## config.mk

```make
export PLATFORM = sky130hd
export DESIGN_NAME = arith_unit_sequencer_flat
export DESIGN_NICKNAME = d
export VERILOG_FILES = /design/src/rtl/arith_unit_sequencer_if.sv /design/src/rtl/arith_unit_sequencer.sv /design/src/flat_wrapper.sv
export SDC_FILE = /design/constraint.sdc
export NUM_CORES = 1
export LEC_CHECK = 0
export BUFFER_PORTS_ARGS = -buffer_cell sky130_fd_sc_hd__buf_2
export CAP_MARGIN = 20
export CORE_AREA = 5 5 128 143
export CTS_CLUSTER_DIAMETER = 60
export CTS_CLUSTER_SIZE = 30
export DETAILED_ROUTE_END_ITERATION = 7
export DIE_AREA = 0 0 133 148
export PLACE_DENSITY = 0.76
export SLEW_MARGIN = 20
export SYNTH_ARGS = -nofsm -noshare
export SYNTH_HDL_FRONTEND = slang
export SYNTH_SLANG_ARGS = --single-unit
```

## constraint.sdc

```tcl
create_clock -name clk -period 14.7 [get_ports clk]
set_clock_uncertainty 0.2 [all_clocks]
set_input_delay 2.205 -clock clk [delete_from_list [all_inputs] [get_ports clk]]
set_output_delay 2.205 -clock clk [all_outputs]
set_load 0.01 [all_outputs]
```

## src/rtl/arith_unit_sequencer_if.sv

```systemverilog
// Bundle of command, unit-drive, response and statistics signals for arith_unit_sequencer.
// master is the requester/unit side, slave is the sequencer itself.
interface arith_unit_sequencer_if #(
  parameter int BITS  = 32,
  parameter int CNT_W = 16
);
  logic             cmd_valid;
  logic             cmd_ready;
  logic [BITS-1:0]  cmd_arg_a;
  logic [BITS-1:0]  cmd_arg_b;
  logic [1:0]       cmd_op;
  logic [BITS-1:0]  alu_arg_a;
  logic [BITS-1:0]  alu_arg_b;
  logic [1:0]       alu_op;
  logic [BITS-1:0]  alu_result;
  logic [3:0]       alu_status;
  logic             rsp_valid;
  logic             rsp_ready;
  logic [BITS-1:0]  rsp_result;
  logic [3:0]       rsp_status;
  logic [1:0]       rsp_op;
  logic             busy;
  logic             cnt_clear;
  logic [CNT_W-1:0] cnt_done;
  logic [CNT_W-1:0] cnt_err;

  modport master (
    output cmd_valid, cmd_arg_a, cmd_arg_b, cmd_op, alu_result, alu_status,
           rsp_ready, cnt_clear,
    input  cmd_ready, alu_arg_a, alu_arg_b, alu_op, rsp_valid, rsp_result,
           rsp_status, rsp_op, busy, cnt_done, cnt_err
  );

  modport slave (
    input  cmd_valid, cmd_arg_a, cmd_arg_b, cmd_op, alu_result, alu_status,
           rsp_ready, cnt_clear,
    output cmd_ready, alu_arg_a, alu_arg_b, alu_op, rsp_valid, rsp_result,
           rsp_status, rsp_op, busy, cnt_done, cnt_err
  );
endinterface

```

## src/rtl/arith_unit_sequencer.sv

```systemverilog
// Single-outstanding driver for the registered arithmetic unit: latch a command,
// wait the unit's fixed latency, capture result/status and hand them back.
module arith_unit_sequencer #(
  parameter int BITS    = 32,
  parameter int LATENCY = 1,
  parameter int CNT_W   = 16
) (
  input  logic                   clk,
  input  logic                   rst,
  arith_unit_sequencer_if.slave  bus
);

  localparam logic [1:0] S_IDLE = 2'd0;
  localparam logic [1:0] S_WAIT = 2'd1;
  localparam logic [1:0] S_RESP = 2'd2;
  localparam logic [3:0] LAT    = 4'(LATENCY);

  function automatic logic [CNT_W-1:0] sat_inc(input logic [CNT_W-1:0] c);
    if (c == {CNT_W{1'b1}}) return c;
    else                    return c + {{(CNT_W-1){1'b0}}, 1'b1};
  endfunction

  logic [1:0]       state_r;
  logic [1:0]       state_nx_s;
  logic [3:0]       lat_cnt_r;
  logic             cmd_ready_r;
  logic             busy_r;
  logic [BITS-1:0]  alu_arg_a_r;
  logic [BITS-1:0]  alu_arg_b_r;
  logic [1:0]       alu_op_r;
  logic             rsp_valid_r;
  logic [BITS-1:0]  rsp_result_r;
  logic [3:0]       rsp_status_r;
  logic [1:0]       rsp_op_r;
  logic [CNT_W-1:0] cnt_done_r;
  logic [CNT_W-1:0] cnt_err_r;
  logic             accept_s;
  logic             capture_s;
  logic             rsp_hs_s;

  // next-state decode and per-cycle event strobes
  always_comb begin
    state_nx_s = state_r;
    accept_s   = 1'b0;
    capture_s  = 1'b0;
    rsp_hs_s   = 1'b0;
    case (state_r)
      S_IDLE: begin
        if (bus.cmd_valid && cmd_ready_r) begin
          accept_s   = 1'b1;
          state_nx_s = S_WAIT;
        end else begin
          state_nx_s = S_IDLE;
        end
      end
      S_WAIT: begin
        if (lat_cnt_r == 4'd0) begin
          capture_s  = 1'b1;
          state_nx_s = S_RESP;
        end else begin
          state_nx_s = S_WAIT;
        end
      end
      S_RESP: begin
        if (rsp_valid_r && bus.rsp_ready) begin
          rsp_hs_s   = 1'b1;
          state_nx_s = S_IDLE;
        end else begin
          state_nx_s = S_RESP;
        end
      end
      default: state_nx_s = S_IDLE;
    endcase
  end

  // FSM state plus ready/busy registered from the next state, so both are 0 in reset
  always_ff @(posedge clk or posedge rst) begin
    if (rst) begin
      state_r     <= S_IDLE;
      cmd_ready_r <= 1'b0;
      busy_r      <= 1'b0;
    end else begin
      state_r     <= state_nx_s;
      cmd_ready_r <= (state_nx_s == S_IDLE);
      busy_r      <= (state_nx_s != S_IDLE);
    end
  end

  // command latch and latency countdown
  always_ff @(posedge clk or posedge rst) begin
    if (rst) begin
      alu_arg_a_r <= {BITS{1'b0}};
      alu_arg_b_r <= {BITS{1'b0}};
      alu_op_r    <= 2'd0;
      rsp_op_r    <= 2'd0;
      lat_cnt_r   <= 4'd0;
    end else if (accept_s) begin
      alu_arg_a_r <= bus.cmd_arg_a;
      alu_arg_b_r <= bus.cmd_arg_b;
      alu_op_r    <= bus.cmd_op;
      rsp_op_r    <= bus.cmd_op;
      lat_cnt_r   <= LAT;
    end else if (state_r == S_WAIT && lat_cnt_r != 4'd0) begin
      lat_cnt_r   <= lat_cnt_r - 4'd1;
    end
  end

  // response capture; result/status persist after the handshake
  always_ff @(posedge clk or posedge rst) begin
    if (rst) begin
      rsp_valid_r  <= 1'b0;
      rsp_result_r <= {BITS{1'b0}};
      rsp_status_r <= 4'd0;
    end else if (capture_s) begin
      rsp_valid_r  <= 1'b1;
      rsp_result_r <= bus.alu_result;
      rsp_status_r <= bus.alu_status;
    end else if (rsp_hs_s) begin
      rsp_valid_r  <= 1'b0;
    end
  end

  // saturating statistics; clear wins over a same-cycle increment
  always_ff @(posedge clk or posedge rst) begin
    if (rst) begin
      cnt_done_r <= {CNT_W{1'b0}};
      cnt_err_r  <= {CNT_W{1'b0}};
    end else if (bus.cnt_clear) begin
      cnt_done_r <= {CNT_W{1'b0}};
      cnt_err_r  <= {CNT_W{1'b0}};
    end else if (rsp_hs_s) begin
      cnt_done_r <= sat_inc(cnt_done_r);
      if (rsp_status_r[3]) cnt_err_r <= sat_inc(cnt_err_r);
    end
  end

  assign bus.cmd_ready  = cmd_ready_r;
  assign bus.busy       = busy_r;
  assign bus.alu_arg_a  = alu_arg_a_r;
  assign bus.alu_arg_b  = alu_arg_b_r;
  assign bus.alu_op     = alu_op_r;
  assign bus.rsp_valid  = rsp_valid_r;
  assign bus.rsp_result = rsp_result_r;
  assign bus.rsp_status = rsp_status_r;
  assign bus.rsp_op     = rsp_op_r;
  assign bus.cnt_done   = cnt_done_r;
  assign bus.cnt_err    = cnt_err_r;

endmodule

```

## src/flat_wrapper.sv

```systemverilog
// flat-port wrapper written by rule: the top's interface ports become plain ports
module arith_unit_sequencer_flat 
#(
  parameter int BITS    = 32,
  parameter int LATENCY = 1,
  parameter int CNT_W   = 16
)
  (clk, rst, bus_cmd_valid, bus_cmd_arg_a, bus_cmd_arg_b, bus_cmd_op, bus_alu_result, bus_alu_status, bus_rsp_ready, bus_cnt_clear, bus_cmd_ready, bus_alu_arg_a, bus_alu_arg_b, bus_alu_op, bus_rsp_valid, bus_rsp_result, bus_rsp_status, bus_rsp_op, bus_busy, bus_cnt_done, bus_cnt_err);
  arith_unit_sequencer_if #(.BITS(BITS), .CNT_W(CNT_W)) bus_i ();
  input  logic clk;
  input  logic rst;
  input wire logic [$bits(bus_i.cmd_valid)-1:0] bus_cmd_valid;
  input wire logic [$bits(bus_i.cmd_arg_a)-1:0] bus_cmd_arg_a;
  input wire logic [$bits(bus_i.cmd_arg_b)-1:0] bus_cmd_arg_b;
  input wire logic [$bits(bus_i.cmd_op)-1:0] bus_cmd_op;
  input wire logic [$bits(bus_i.alu_result)-1:0] bus_alu_result;
  input wire logic [$bits(bus_i.alu_status)-1:0] bus_alu_status;
  input wire logic [$bits(bus_i.rsp_ready)-1:0] bus_rsp_ready;
  input wire logic [$bits(bus_i.cnt_clear)-1:0] bus_cnt_clear;
  output wire logic [$bits(bus_i.cmd_ready)-1:0] bus_cmd_ready;
  output wire logic [$bits(bus_i.alu_arg_a)-1:0] bus_alu_arg_a;
  output wire logic [$bits(bus_i.alu_arg_b)-1:0] bus_alu_arg_b;
  output wire logic [$bits(bus_i.alu_op)-1:0] bus_alu_op;
  output wire logic [$bits(bus_i.rsp_valid)-1:0] bus_rsp_valid;
  output wire logic [$bits(bus_i.rsp_result)-1:0] bus_rsp_result;
  output wire logic [$bits(bus_i.rsp_status)-1:0] bus_rsp_status;
  output wire logic [$bits(bus_i.rsp_op)-1:0] bus_rsp_op;
  output wire logic [$bits(bus_i.busy)-1:0] bus_busy;
  output wire logic [$bits(bus_i.cnt_done)-1:0] bus_cnt_done;
  output wire logic [$bits(bus_i.cnt_err)-1:0] bus_cnt_err;
  assign bus_i.cmd_valid = bus_cmd_valid;
  assign bus_i.cmd_arg_a = bus_cmd_arg_a;
  assign bus_i.cmd_arg_b = bus_cmd_arg_b;
  assign bus_i.cmd_op = bus_cmd_op;
  assign bus_i.alu_result = bus_alu_result;
  assign bus_i.alu_status = bus_alu_status;
  assign bus_i.rsp_ready = bus_rsp_ready;
  assign bus_i.cnt_clear = bus_cnt_clear;
  assign bus_cmd_ready = bus_i.cmd_ready;
  assign bus_alu_arg_a = bus_i.alu_arg_a;
  assign bus_alu_arg_b = bus_i.alu_arg_b;
  assign bus_alu_op = bus_i.alu_op;
  assign bus_rsp_valid = bus_i.rsp_valid;
  assign bus_rsp_result = bus_i.rsp_result;
  assign bus_rsp_status = bus_i.rsp_status;
  assign bus_rsp_op = bus_i.rsp_op;
  assign bus_busy = bus_i.busy;
  assign bus_cnt_done = bus_i.cnt_done;
  assign bus_cnt_err = bus_i.cnt_err;
  arith_unit_sequencer #(.BITS(BITS), .LATENCY(LATENCY), .CNT_W(CNT_W)) u_core (.clk(clk), .rst(rst), .bus(bus_i));
endmodule
```

Word level (Yosys, flattened, before mapping)
Cells that the tools add are included.
{"block": "classes", "n_addsub": 3, "n_eq_ne": 6, "muxes": 21, "reduce_logical": 14}
{"operator": "16-bit 2-to-1 mux", "count": 7}
{"operator": "16-bit by 1-bit adder with 16-bit output (second input constant)", "count": 2}
{"operator": "16-bit == test (second input constant)", "count": 2}
{"operator": "2-bit nonzero test", "count": 5}
{"operator": "1-bit 2-to-1 mux", "count": 9}
{"operator": "4-bit 2-to-1 mux", "count": 2}
{"operator": "2-bit one-hot mux with 3 select lines", "count": 1}
{"operator": "2-bit logical NOT", "count": 2}
{"operator": "4-bit logical NOT", "count": 1}
{"operator": "2-bit 2-to-1 mux", "count": 2}
{"operator": "2-bit inequality test (second input constant)", "count": 2}
{"operator": "4-bit nonzero test", "count": 1}
{"operator": "4-bit by 1-bit subtractor with 4-bit output (second input constant)", "count": 1}
{"operator": "1-bit logical AND", "count": 3}
{"operator": "3-bit AND reduction", "count": 1}
{"operator": "2-bit by 1-bit == test with 1-bit output (second input constant)", "count": 1}
{"operator": "2-bit == test (second input constant)", "count": 1}
{"operator": "2-bit AND reduction", "count": 1}
{"block": "word_totals", "reg_bits": 143, "out_inout_bits": 139, "word_cells": 56}

Longest topological paths before layout
Gate-level depths: netlist (run 1).
{"block": "logic_depth", "depth_word": 5, "mapped_depth": 9}

Least setup slack after synthesis (run 1)
No wires, ideal clock.
{"block": "synth_timing", "path_kind": "input to register", "from": "in bus_rsp_ready", "to": "reg u_core.cnt_err_r[13], in the netlist u_core.bus.cnt_err[13]", "setup_ns": 0.128, "arrival_ns": 3.297, "t_required_ns": 14.372, "path_slack_ns": 11.076, "path_stages": 5, "cell_sequence": "and4b_1 buf_6 nand4_4 nor4b_2 mux2_1"}
{"block": "synth_via", "elab_chain_len": 5}
{"element": "start: declaration", "line_no": "flat_wrapper.sv:18", "text": "input wire logic [$bits(bus_i.rsp_ready)-1:0] bus_rsp_ready;"}
{"element": "1-bit logical AND", "line_no": "arith_unit_sequencer.sv:65", "text": "if (rsp_valid_r && bus.rsp_ready) begin"}
{"element": "1-bit 2-to-1 mux", "line_no": "arith_unit_sequencer.sv:65"}
{"element": "1-bit 2-to-1 mux", "line_no": "arith_unit_sequencer.sv:47", "text": "case (state_r)"}
{"element": "2-bit nonzero test (no line)"}
{"element": "3-bit AND reduction (no line)"}
{"element": "end signal: assignment", "line_no": "arith_unit_sequencer.sv:127", "text": "cnt_err_r <= {CNT_W{1'b0}};"}
{"element": "end signal: assignment", "line_no": "arith_unit_sequencer.sv:130", "text": "cnt_err_r <= {CNT_W{1'b0}};"}
{"element": "end signal: assignment", "line_no": "arith_unit_sequencer.sv:133", "text": "if (rsp_status_r[3]) cnt_err_r <= sat_inc(cnt_err_r);"}
{"element": "end: declaration", "line_no": "arith_unit_sequencer.sv:36", "text": "logic [CNT_W-1:0] cnt_err_r;"}
Every way passes these cells.
A chain may end at the register's enable or synchronous reset.

Worst setup path in the final report (run 1)
{"block": "layout_timing", "from": "in bus_rsp_ready", "to": "reg u_core.cnt_done_r[9], in the netlist u_core.bus.cnt_done[9]"}
{"block": "layout_via", "elab_chain_len": 5}
{"element": "1-bit logical AND", "line_no": "arith_unit_sequencer.sv:65"}
{"element": "1-bit 2-to-1 mux", "line_no": "arith_unit_sequencer.sv:65"}
{"element": "1-bit 2-to-1 mux", "line_no": "arith_unit_sequencer.sv:47"}
{"element": "2-bit nonzero test (no line)"}
{"element": "2-bit AND reduction (no line)"}
{"element": "end signal: assignment", "line_no": "arith_unit_sequencer.sv:126", "text": "cnt_done_r <= {CNT_W{1'b0}};"}
{"element": "end signal: assignment", "line_no": "arith_unit_sequencer.sv:129", "text": "cnt_done_r <= {CNT_W{1'b0}};"}
{"element": "end signal: assignment", "line_no": "arith_unit_sequencer.sv:132", "text": "cnt_done_r <= sat_inc(cnt_done_r);"}
{"element": "end: declaration", "line_no": "arith_unit_sequencer.sv:35", "text": "logic [CNT_W-1:0] cnt_done_r;"}
Every way passes these cells.

==> summary.txt, run 1 <==
Synthesis
  • Synth warn: 0
  • Mapped Avg Cell Area: 13.42 sq um
  • Synth unique cells: 46
  • Mapped Nets: between 500 and 600
  • Sequential area share after synthesis: 0.5759
  • Post-synthesis register bit count: 143
  • Top-area cell type share of the netlist area: 0.5759
  • Top post-synthesis cells by count: dfrtp_1, mux2_2, nand2_1, a21oi_1, mux2_4
  • Most used DFF post-synth: dfrtp_1
  • Most frequent cell after synthesis: dfrtp_1
  • Synth Instances: roughly 460
  • Synth top area cells: dfrtp_1, mux2_2, mux2_4
  • Synthesized cell area: 6213 sq um
  • Cell taking the most area after synthesis: dfrtp_1
  • EDFF count, synth: 0
  • Asr flop ratio synth: 1.000

GRT
  • GRT overflow: 0
  • Vias in the first global route: 4913
  • Largest net degree at the start of global routing: 79
  • Initial antenna violation count: 0
  • Gr usage total: 0.1611
  • Global-route wire length before repair: between 20 and 30 mm

Worst setup path
  • Worst path top cell family by delay: simple AND/OR/NAND/NOR gates
  • Crit path required time: about 15 ns
  • Buf+Inv Stages, Crit Path: 1
  • Crit path kind: in2reg
  • CP Launch Type: input port
  • CP peak stage delay: roughly 0.57 ns
  • CP endpoint kind: register
  • Slowest-stage cell, CP: and4b_1
  • CP Max Fanout: 12
  • Critical-path cell list: buf_2, and4b_1, nand4_1, or4_1, a21oi_1
  • CP Data Arrival Time: 3.89 ns

STA
  • Minimum clock period: 3.757 ns
  • Worst slew pin tran: 0.9607 ns
  • Setup TNS: 0 ns
  • Final hold vios: 0
  • Final period utilization: 0.2556
  • Fin. max-slew vios: 0
  • Highest Clock Rate: around 270 MHz
  • RSZ-0062 raised after global routing: false
  • Worst Hold Slack: between 0.2 and 0.3 ns
  • Setup ws final: 10.94 ns
  • Final setup viols: 0
  • Slew HR: 0.3595

Clocking
  • Clock transition at the registers of the reported paths: 0.07 ns
  • Cts hold-fix bufs: 0
  • CTS H-tree lvls: 4
  • Max Buffers Root-to-Sink: 2
  • CTS resizes: 0
  • Setup Buffers After CTS: 0
  • Sink Count: around 140
  • Clock latency on the worst-skew pair: slightly above 0.4 ns
  • Total CTS buffers: 17
  • CTS Root Cell: clkbuf_16
  • TritonCTS clock tree: yes

Worst hold path
  • Worst hold path class: reg2reg

Final layout
  • Nets@finish: 817
  • Layout cells sized above 1: 0.5501
  • Antenna cells: 0
  • Fin util: 0.4905
  • Area growth syn-to-layout: 31.86%

Power
  • Sequential cell fraction of total power: 0.394
  • Int Power: between 1000 and 1500 uW
  • Switching power of the nets: 516.0 uW
  • P_leak: about 0.004 uW
  • Max VDD drop: 0.1103 mV
  • PwrDens: slightly below 200 nW/um^2
  • Sw Share: 0.3197
  • Gate power share: 0.339
  • Clk network pwr share: 0.266

Status
  • Status: completed

Place
  • GPL Wtd Cong: 0.8132
  • Port bufs: roughly 250
  • Worst slack, placed: roughly 11 ns
  • Post-DP HPWL: ~11 mm

Floorplanning
  • Die ar.: 19680 sq um
  • Row cnt: 50
  • Initial Util: 0.3720
  • # IOs: about 250
  • DIE WIDTH: ~130 um
  • Core area: ~17000 sq um
  • Die Y: 148 um

Drt
  • Routed length per instance: 16.84 um
  • Total number of vias: 4637
  • Detailed router's first-iteration violation count: between 150 and 200
  • Final ANT Viol Nets: 0
  • DR pass1 iterations: 5
  • Routed WL: about 16 mm
  • DRC: 0
  • DR vias/cell: 5.008

Flow run
  • Max-cap violations: 0
[power by group through the flow]
stage                     combinational, uW  sequential (uW)  clock [uW]
after floorplan                         263              707           0
after global placement                  543              633           0
after detailed placement                560              641           0
after CTS                               559              639         443
after global routing                    596              660         461
final                                   547              637         430
[kinds of logic after synthesis]
family,synth area share
flops,0.5759
simple gates,0.1200
mux,0.2155
compound gates,0.04813
buf+inv,0.02819
fa+ha+maj,0.008055
xor+xnor,0.004230
[sequential cells by signal, summed over array words and instances (netlist names)]
name / flops
u_core.bus.alu_arg_a: 32
u_core.bus.alu_arg_b: 32
u_core.bus.alu_op: 2
u_core.bus.busy: 1
u_core.bus.cmd_ready: 1
u_core.bus.cnt_done: 16
u_core.bus.cnt_err: 16
u_core.bus.rsp_result: 32
u_core.bus.rsp_status: 4
u_core.bus.rsp_valid: 1
u_core.lat_cnt_r: 4
u_core.state_r: 2
[per-stage QoR]
step / total power [uW] / instances / area [sq um]
after floorplan: 970.4 / 463 / 6213
after global placement: 1177 / 895 / 7591
after detailed placement: 1201 / 895 / 7591
after CTS: 1641 / 926 / 8184
after global routing: 1716 / 926 / 8193
final: 1614 / 926 / 8193
[final cells by class]
cell class | instances | area (sq um)
Clock buffer | 18 | 439.2
Clock inverter | 13 | 153.9
Fill cell | 1551 | 8511
Inverter | 10 | 42.54
Multi-Input combinational cell | 287 | 2474
Sequential cell | 143 | 3578
Tap cell | 208 | 260.3
Timing Repair Buffer | 247 | 1245
[metal layers]
metal,part of all wire,track usage
met4,0.015,0.05301
met1,0.40,0.1975
met2,0.52,0.2683
met3,0.070,0.05344
met5,0,0
[worst paths after layout]
check	from	slack [ns]	cells after the start	end
worst max-delay path	bus_rsp_ready	10.94	5	u_core.bus.cnt_done[9]
worst min-delay path	u_core.bus.alu_arg_a[9]	0.30	1	u_core.bus.alu_arg_a[9]
worst max register to register	u_core.state_r[0]	12.33	4	u_core.bus.cnt_done[9]
worst min register to register	u_core.bus.alu_arg_a[9]	0.30	1	u_core.bus.alu_arg_a[9]
max in group asynchronous	rst	11.50	3	u_core.bus.cnt_err[5]
min in group asynchronous	rst	1.66	2	u_core.bus.rsp_result[27]
[cell usage in the layout, fill, tap and decap left out, types with 5 or more instances in the layout]
cell type  instances
buf_2            245
dfrtp_1          143
mux2_2            90
nand2_1           23
a21oi_1           19
mux2_4            18
clkbuf_16         17
nor2_1            13
nand3_1           13
or4_1             12
nor2b_1           11
o31ai_1           10
inv_1              8
and4_1             7
nor3_1             6
nand4_1            5
o21ai_0            5
and2_1             5
inv_6              5
clkinv_4           5
Note: power is estimated with default switching activity, not from simulation.
==> inputs of run 2 (changes only) <==
clock period = 3.5 ns   (was 14.7 ns; I/O delays follow)
==> run 2 against run 1 <==
  * Sequential power increased to 4.2 times the previous value
  * Non-clock buffer count increased by 9
  * Die area unchanged
  * Combinational power increased to 4.2 times the previous value
  * Routed wire length decreased by 1.4%
  * Clock-buffer cell count decreased by 1
  * Critical endpoint unchanged
==> summary.txt, run 2 (synthesis gave the netlist of run 1 again) <==
Status
  • Status: completed (unchanged)

Worst setup path
  • Reg2reg start: u_core.state_r[0] (unchanged)
  • CP Launch Type: register (was input port)
  • Worst path top cell family by delay: simple AND/OR/NAND/NOR gates (unchanged)
  • Reg2Reg Setup Slack: 1.15 ns (was 12.33 ns)
  • CP Data Arrival Time: 2.48 ns (was 3.89 ns)
  • Crit path kind: reg2reg (was in2reg)
  • CP Max Fanout: 12 (unchanged)
  • Critical-path cell list: and4b_1, nand4_1, or4_1, a21oi_1 (was buf_2, and4b_1, nand4_1, or4_1, a21oi_1)
  • CP endpoint kind: register (unchanged)
  • CP peak stage delay: 0.65 ns (was 0.57 ns)
  • Buf+Inv Stages, Crit Path: 0 (was 1)
  • Slowest-stage cell, CP: and4b_1 (unchanged)
  • Crit path required time: 3.63 ns (was 14.83 ns)
  • Worst reg2reg path endpoint: u_core.bus.cnt_done[9] (unchanged)
  • R2R depth: 4 (unchanged)

Clocking
  • TritonCTS clock tree: yes (unchanged)
  • Setup Buffers After CTS: 0 (unchanged)
  • Sink Count: 143 (unchanged)
  • CTS Root Cell: clkbuf_16 (unchanged)
  • Clock transition at the registers of the reported paths: 0.07 ns (about the same)
  • Total CTS buffers: 17 (unchanged)
  • Max Buffers Root-to-Sink: 2 (unchanged)
  • CTS H-tree lvls: 4 (unchanged)
  • Clock latency on the worst-skew pair: 0.41 ns (about the same)

GRT
  • Vias in the first global route: 4955 (was 4913)
  • GRT overflow: 0 (unchanged)
  • Largest net degree at the start of global routing: 91 (was 79)
  • Global-route wire length before repair: 25.25 mm (was 25.45 mm)
  • Initial antenna violation count: 0 (unchanged)
  • Gr usage total: 0.1584 (was 0.1611)

Place
  • Dpl cell area: 7675 sq um (was 7591 sq um)
  • Post-DP HPWL: 11.51 mm (was 11.23 mm)
  • GPL Wtd Cong: 0.7887 (was 0.8132)
  • Port bufs: 245 (unchanged)
  • Worst slack, placed: 1.014 ns (was 10.50 ns)

Floorplanning
  • Die Y: 148 um (unchanged)
  • Die ar.: 19680 sq um (unchanged)
  • Initial Util: 0.3720 (unchanged)
  • Core area: 16700 sq um (unchanged)
  • Row cnt: 50 (unchanged)
  • # IOs: 246 (unchanged)
  • DIE WIDTH: 133 um (unchanged)

Power
  • Tot Pwr: 6764 uW (was 1614 uW)
  • Max VDD drop: 0.4477 mV (was 0.1103 mV)
  • P_leak: 0.004030 uW (was 0.004000 uW)
  • PwrDens: 818.8 nW/um^2 (was 197.0 nW/um^2)

Final layout
  • Most frequent cells in the layout: buf_2, dfrtp_1, mux2_2, nand2_1, a21oi_1 (unchanged)
  • Nets@finish: 826 (was 817)
  • Area growth syn-to-layout: 32.94% (was 31.86%)
  • Design area: 8260 sq um (was 8193 sq um)
  • Fillers: 1507 (was 1551)
  • Antenna cells: 0 (unchanged)
  • Most common cell after layout, fill and taps aside: buf_2 (unchanged)
  • Layout cells sized above 1: 0.5549 (was 0.5501)

Drt
  • DR vias/cell: 4.958 (was 5.008)
  • Final ANT Viol Nets: 0 (unchanged)
  • Routed WL: 15.37 mm (was 15.59 mm)
  • Total number of vias: 4641 (was 4637)
  • DR pass1 iterations: 4 (was 5)
  • Routed length per instance: 16.43 um (was 16.84 um)
  • Detailed router's first-iteration violation count: 195 (was 157)
  • DRC: 0 (unchanged)

STA
  • Final period utilization: 0.6727
  • Minimum clock period: between 2 and 2.5 ns
  • Highest Clock Rate: roughly 420 MHz
  • Setup TNS: 0 ns (unchanged)
  • Final setup viols: 0 (unchanged)
  • Worst Hold Slack: 0.1416 ns (was 0.2989 ns)
  • Fin. max-slew vios: 0 (unchanged)
  • Setup ws final: 1.146 ns (was 10.94 ns)
  • RSZ-0062 raised after global routing: false (unchanged)
  • Final hold vios: 0 (unchanged)
  • Worst slew pin tran: 0.7854 ns (was 0.9607 ns)
  • Slew HR: 0.4747 (was 0.3595)

Worst hold path
  • Hold EP: u_core.bus.rsp_result[7] (was u_core.bus.alu_arg_a[9])
  • WHS Path Cells: 2 (was 1)
  • Worst hold path class: in2reg (was reg2reg)
  • Min-delay src: bus_alu_result[7] (was u_core.bus.alu_arg_a[9])

Flow run
  • Max-cap violations: 0 (unchanged)
run 2: layer usage:
metal	up-vias	track usage	wire length, um
met5	-	0	0
met4	0	0.05509	285
met3	19	0.05922	1182
met2	164	0.2744	7955
met1	2261	0.1794	5951
li1	2197	-	-
run 2: stage by stage:
step,util,instances
after floorplan,-,463
after global placement,0.4595,903
after detailed placement,0.4595,903
after CTS,0.4945,936
after global routing,0.4945,936
final,0.4945,936
run 2: final cells by class:
| class | count | area, sq um | area share |
|---|---|---|---|
| multi-input cells | 287 | 2469 | 0.2988 |
| clock buffers | 17 | 425.4 | 0.05150 |
| clock inverters | 15 | 150.1 | 0.01818 |
| flip-flops and latches | 143 | 3578 | 0.4332 |
| repair buffers | 256 | 1336 | 0.1618 |
| inverters | 10 | 41.29 | 0.004998 |
| well taps | 208 | 260.3 | 0.03151 |
run 2: what timing repair did:
item                                   CTS  global route
endpoints found under the hold margin   18             0
hold buffers                             1             0
gates resized for setup                  0             0
run 2: where the power goes:
part           internal, uW  total, uW  switching, uW
Combinational          1240       2320           1080
Sequential             2320       2680            357
Clock                  1000       1760            762
run 2: how the worst max path moves through the flow:
stage / slack, ns / to / depth (start not counted) / startpoint
after floorplan: 0.98 / u_core.bus.alu_arg_a[0] / 1 / rst
after global placement: 1.05 / u_core.bus.cnt_done[11] / 5 / bus_rsp_ready
after detailed placement: 1.01 / u_core.bus.cnt_done[11] / 5 / bus_rsp_ready
after CTS: 1.13 / u_core.bus.cnt_done[9] / 4 / u_core.state_r[0]
after global routing: 0.98 / u_core.bus.cnt_done[11] / 4 / u_core.state_r[0]
final: 1.15 / u_core.bus.cnt_done[9] / 4 / u_core.state_r[0]
==> inputs of run 3 (changes only) <==
clock period = 2.45 ns   (was 3.5 ns; I/O delays follow)
==> run 3 against run 2 <==
  * Worst hold slack worse by 0.096 ns
  * Register-to-register slack worse by 0.90 ns
  * Non-clock buffer count is 105 higher
  * Critical endpoint is now u_core.bus.cnt_done[2]
  * Largest power group unchanged
==> summary.txt, run 3 (synthesis gave the netlist of run 1 again) <==
GRT
  • Gr usage total: 0.1837 (was 0.1584)
  • GRT overflow: 0 (unchanged)
  • Largest net degree at the start of global routing: 73 (was 91)
  • Vias in the first global route: 5625 (was 4955)
  • Global-route wire length before repair: 29.19 mm (was 25.25 mm)
  • Initial antenna violation count: 0 (unchanged)

Floorplanning
  • Core area: 16700 sq um (unchanged)
  • Initial Util: 0.3720 (unchanged)
  • Die Y: 148 um (unchanged)
  • # IOs: 246 (unchanged)
  • Die ar.: 19680 sq um (unchanged)
  • DIE WIDTH: 133 um (unchanged)
  • Row cnt: 50 (unchanged)

Place
  • Post-DP HPWL: 11.59 mm (was 11.51 mm)
  • Worst slack, placed: 0.2643 ns (was 1.014 ns)
  • Port bufs: 245 (unchanged)
  • GPL Wtd Cong: 0.8415 (was 0.7887)

Clocking
  • Total CTS buffers: 17 (unchanged)
  • Setup Buffers After CTS: 0 (unchanged)
  • Clock transition at the registers of the reported paths: 0.06 ns (was 0.07 ns)
  • TritonCTS clock tree: yes (unchanged)
  • Max Buffers Root-to-Sink: 2 (unchanged)
  • CTS Root Cell: clkbuf_16 (unchanged)
  • Clock latency on the worst-skew pair: 0.41 ns (about the same)
  • CTS H-tree lvls: 4 (unchanged)
  • Sink Count: 143 (unchanged)

Drt
  • Routed length per instance: 17.28 um (was 16.43 um)
  • Routed WL: 18.00 mm (was 15.37 mm)
  • Total number of vias: 5150 (was 4641)
  • DR vias/cell: 4.942 (was 4.958)
  • Detailed router's first-iteration violation count: 161 (was 195)
  • DR pass1 iterations: 4 (unchanged)
  • DRC: 0 (unchanged)
  • Final ANT Viol Nets: 0 (unchanged)

STA
  • Minimum clock period: 2.202 ns (was 2.354 ns)
  • Fin. max-slew vios: 0 (unchanged)
  • Final setup viols: 0 (unchanged)
  • Setup ws final: 0.2476 ns (was 1.146 ns)
  • Final period utilization: 0.8990 (was 0.6727)
  • Final hold vios: 0 (unchanged)
  • Setup TNS: 0 ns (unchanged)
  • Highest Clock Rate: 454.0 MHz (was 424.7 MHz)
  • RSZ-0062 raised after global routing: false (unchanged)
  • Worst slew pin tran: 0.6012 ns (was 0.7854 ns)
  • Slew HR: 0.5984 (was 0.4747)

Final layout
  • Flip-flop and latch area: 3578 sq um (unchanged)
  • Fillers: 1314 (was 1507)
  • Multi-input combinational cell area: 2469 sq um (unchanged)
  • Layout cells sized above 1: 0.4886 (was 0.5549)
  • Nets@finish: 931 (was 826)
  • Area growth syn-to-layout: 50.83% (was 32.94%)
  • Most common cell after layout, fill and taps aside: buf_2 (unchanged)
  • Most frequent cells in the layout: buf_2, dfrtp_1, dlygate4sd3_1, mux2_2, nand2_1 (was buf_2, dfrtp_1, mux2_2, nand2_1, a21oi_1)

Worst setup path
  • CP Data Arrival Time: 2.30 ns (was 2.48 ns)
  • CP endpoint kind: register (unchanged)
  • CP Launch Type: register (unchanged)
  • Crit path required time: 2.54 ns (was 3.63 ns)
  • CP Max Fanout: 5 (was 12)
  • CP peak stage delay: 0.61 ns (was 0.65 ns)
  • Crit path kind: reg2reg (unchanged)
  • Critical-path cell list: ha_1, nand4_1, or4_1, nand3_1, mux2_1 (was and4b_1, nand4_1, or4_1, a21oi_1)
  • Slowest-stage cell, CP: or4_1 (was and4b_1)

Power
  • PwrDens: 1069 nW/um^2 (was 818.8 nW/um^2)
  • P_leak: 0.004498 uW (was 0.004030 uW)
  • Max VDD drop: 0.7120 mV (was 0.4477 mV)

Flow run
  • Max-cap violations: 0 (unchanged)

Status
  • Status: completed (unchanged)

Worst hold path
  • Worst hold path class: in2reg (unchanged)
run 3: cell count changes in the layout (fill, tap and decap cells not counted):
cell / previous run / this run
clkbuf_8: 0 / 1
inv_8: 2 / 0
buf_12: 2 / 6
dlygate4sd3_1: 1 / 102
diode_2: 0 / 1
clkinvlp_4: 4 / 3
bufinv_16: 1 / 2
clkbuf_1: 0 / 1
run 3: cell type report:
class,count,area share
Multi-Input combinational cell,287,0.2634
Sequential cell,143,0.3818
Tap cell,208,0.02777
Timing Repair Buffer,361,0.2590
Inverter,10,0.004406
Clock inverter,13,0.01602
Antenna cell,1,0.0002670
Clock buffer,19,0.04726
run 3: power by group:
part | switching, uW | internal [uW] | total [uW]
sequential | 556 | 3320 | 3870
clock | 1050 | 1550 | 2600
combinational | 1660 | 1890 | 3550
run 3: routing by layer:
metal / vias to the layer above / GRT usage / wire [um]
li1: 2406 / - / -
met1: 2506 / 0.2100 / 6917
met2: 195 / 0.3166 / 9400
met3: 43 / 0.05786 / 1107
met4: 0 / 0.07952 / 577
met5: - / 0 / 0
run 3: path summary, 6_finish.rpt:
| path | slack (ns) | cells past startpoint | to | start |
|---|---|---|---|---|
| setup reg to reg | 0.25 | 5 | u_core.bus.cnt_done[2] | u_core.bus.cnt_done[0] |
| min in group asynchronous | 0.38 | 3 | u_core.bus.alu_arg_b[30] | rst |
| max in group asynchronous | 1.00 | 4 | u_core.bus.alu_arg_b[18] | rst |
| hold / removal | 0.05 | 2 | u_core.bus.rsp_result[12] | bus_alu_result[12] |
| setup / recovery | 0.25 | 5 | u_core.bus.cnt_done[2] | u_core.bus.cnt_done[0] |
| hold reg to reg | 0.30 | 1 | u_core.bus.alu_arg_b[4] | u_core.bus.alu_arg_b[4] |
run 3: repair_timing:
action / in CTS / in global routing
hold buffers: 101 / 1
gates resized for setup: 0 / 0
endpoints found under the hold margin: 119 / 1
run 3: through the flow:
step | total power, uW | util | cells | instance area (sq um) | hold WS [ns]
floorplan | 5823 | - | 463 | 6217 | 0.2995
global placement | 7116 | 0.4643 | 907 | 7755 | 0.2720
detailed placement | 7226 | 0.4643 | 907 | 7755 | 0.2746
CTS | 10000 | 0.5603 | 1040 | 9359 | 0.001534
global route | 10580 | 0.5609 | 1041 | 9369 | 0.01257
finish | 10020 | 0.5610 | 1042 | 9371 | 0.04563
run 3: critical path, delay by kind of cell (launching register included):
| family | cells | cell delay (ns) |
|---|---|---|
| AND/OR/NAND/NOR | 3 | 0.95 |
| adder cells (fa/ha/maj) | 1 | 0.23 |
| flip-flops | 1 | 0.40 |
| multiplexers | 1 | 0.32 |
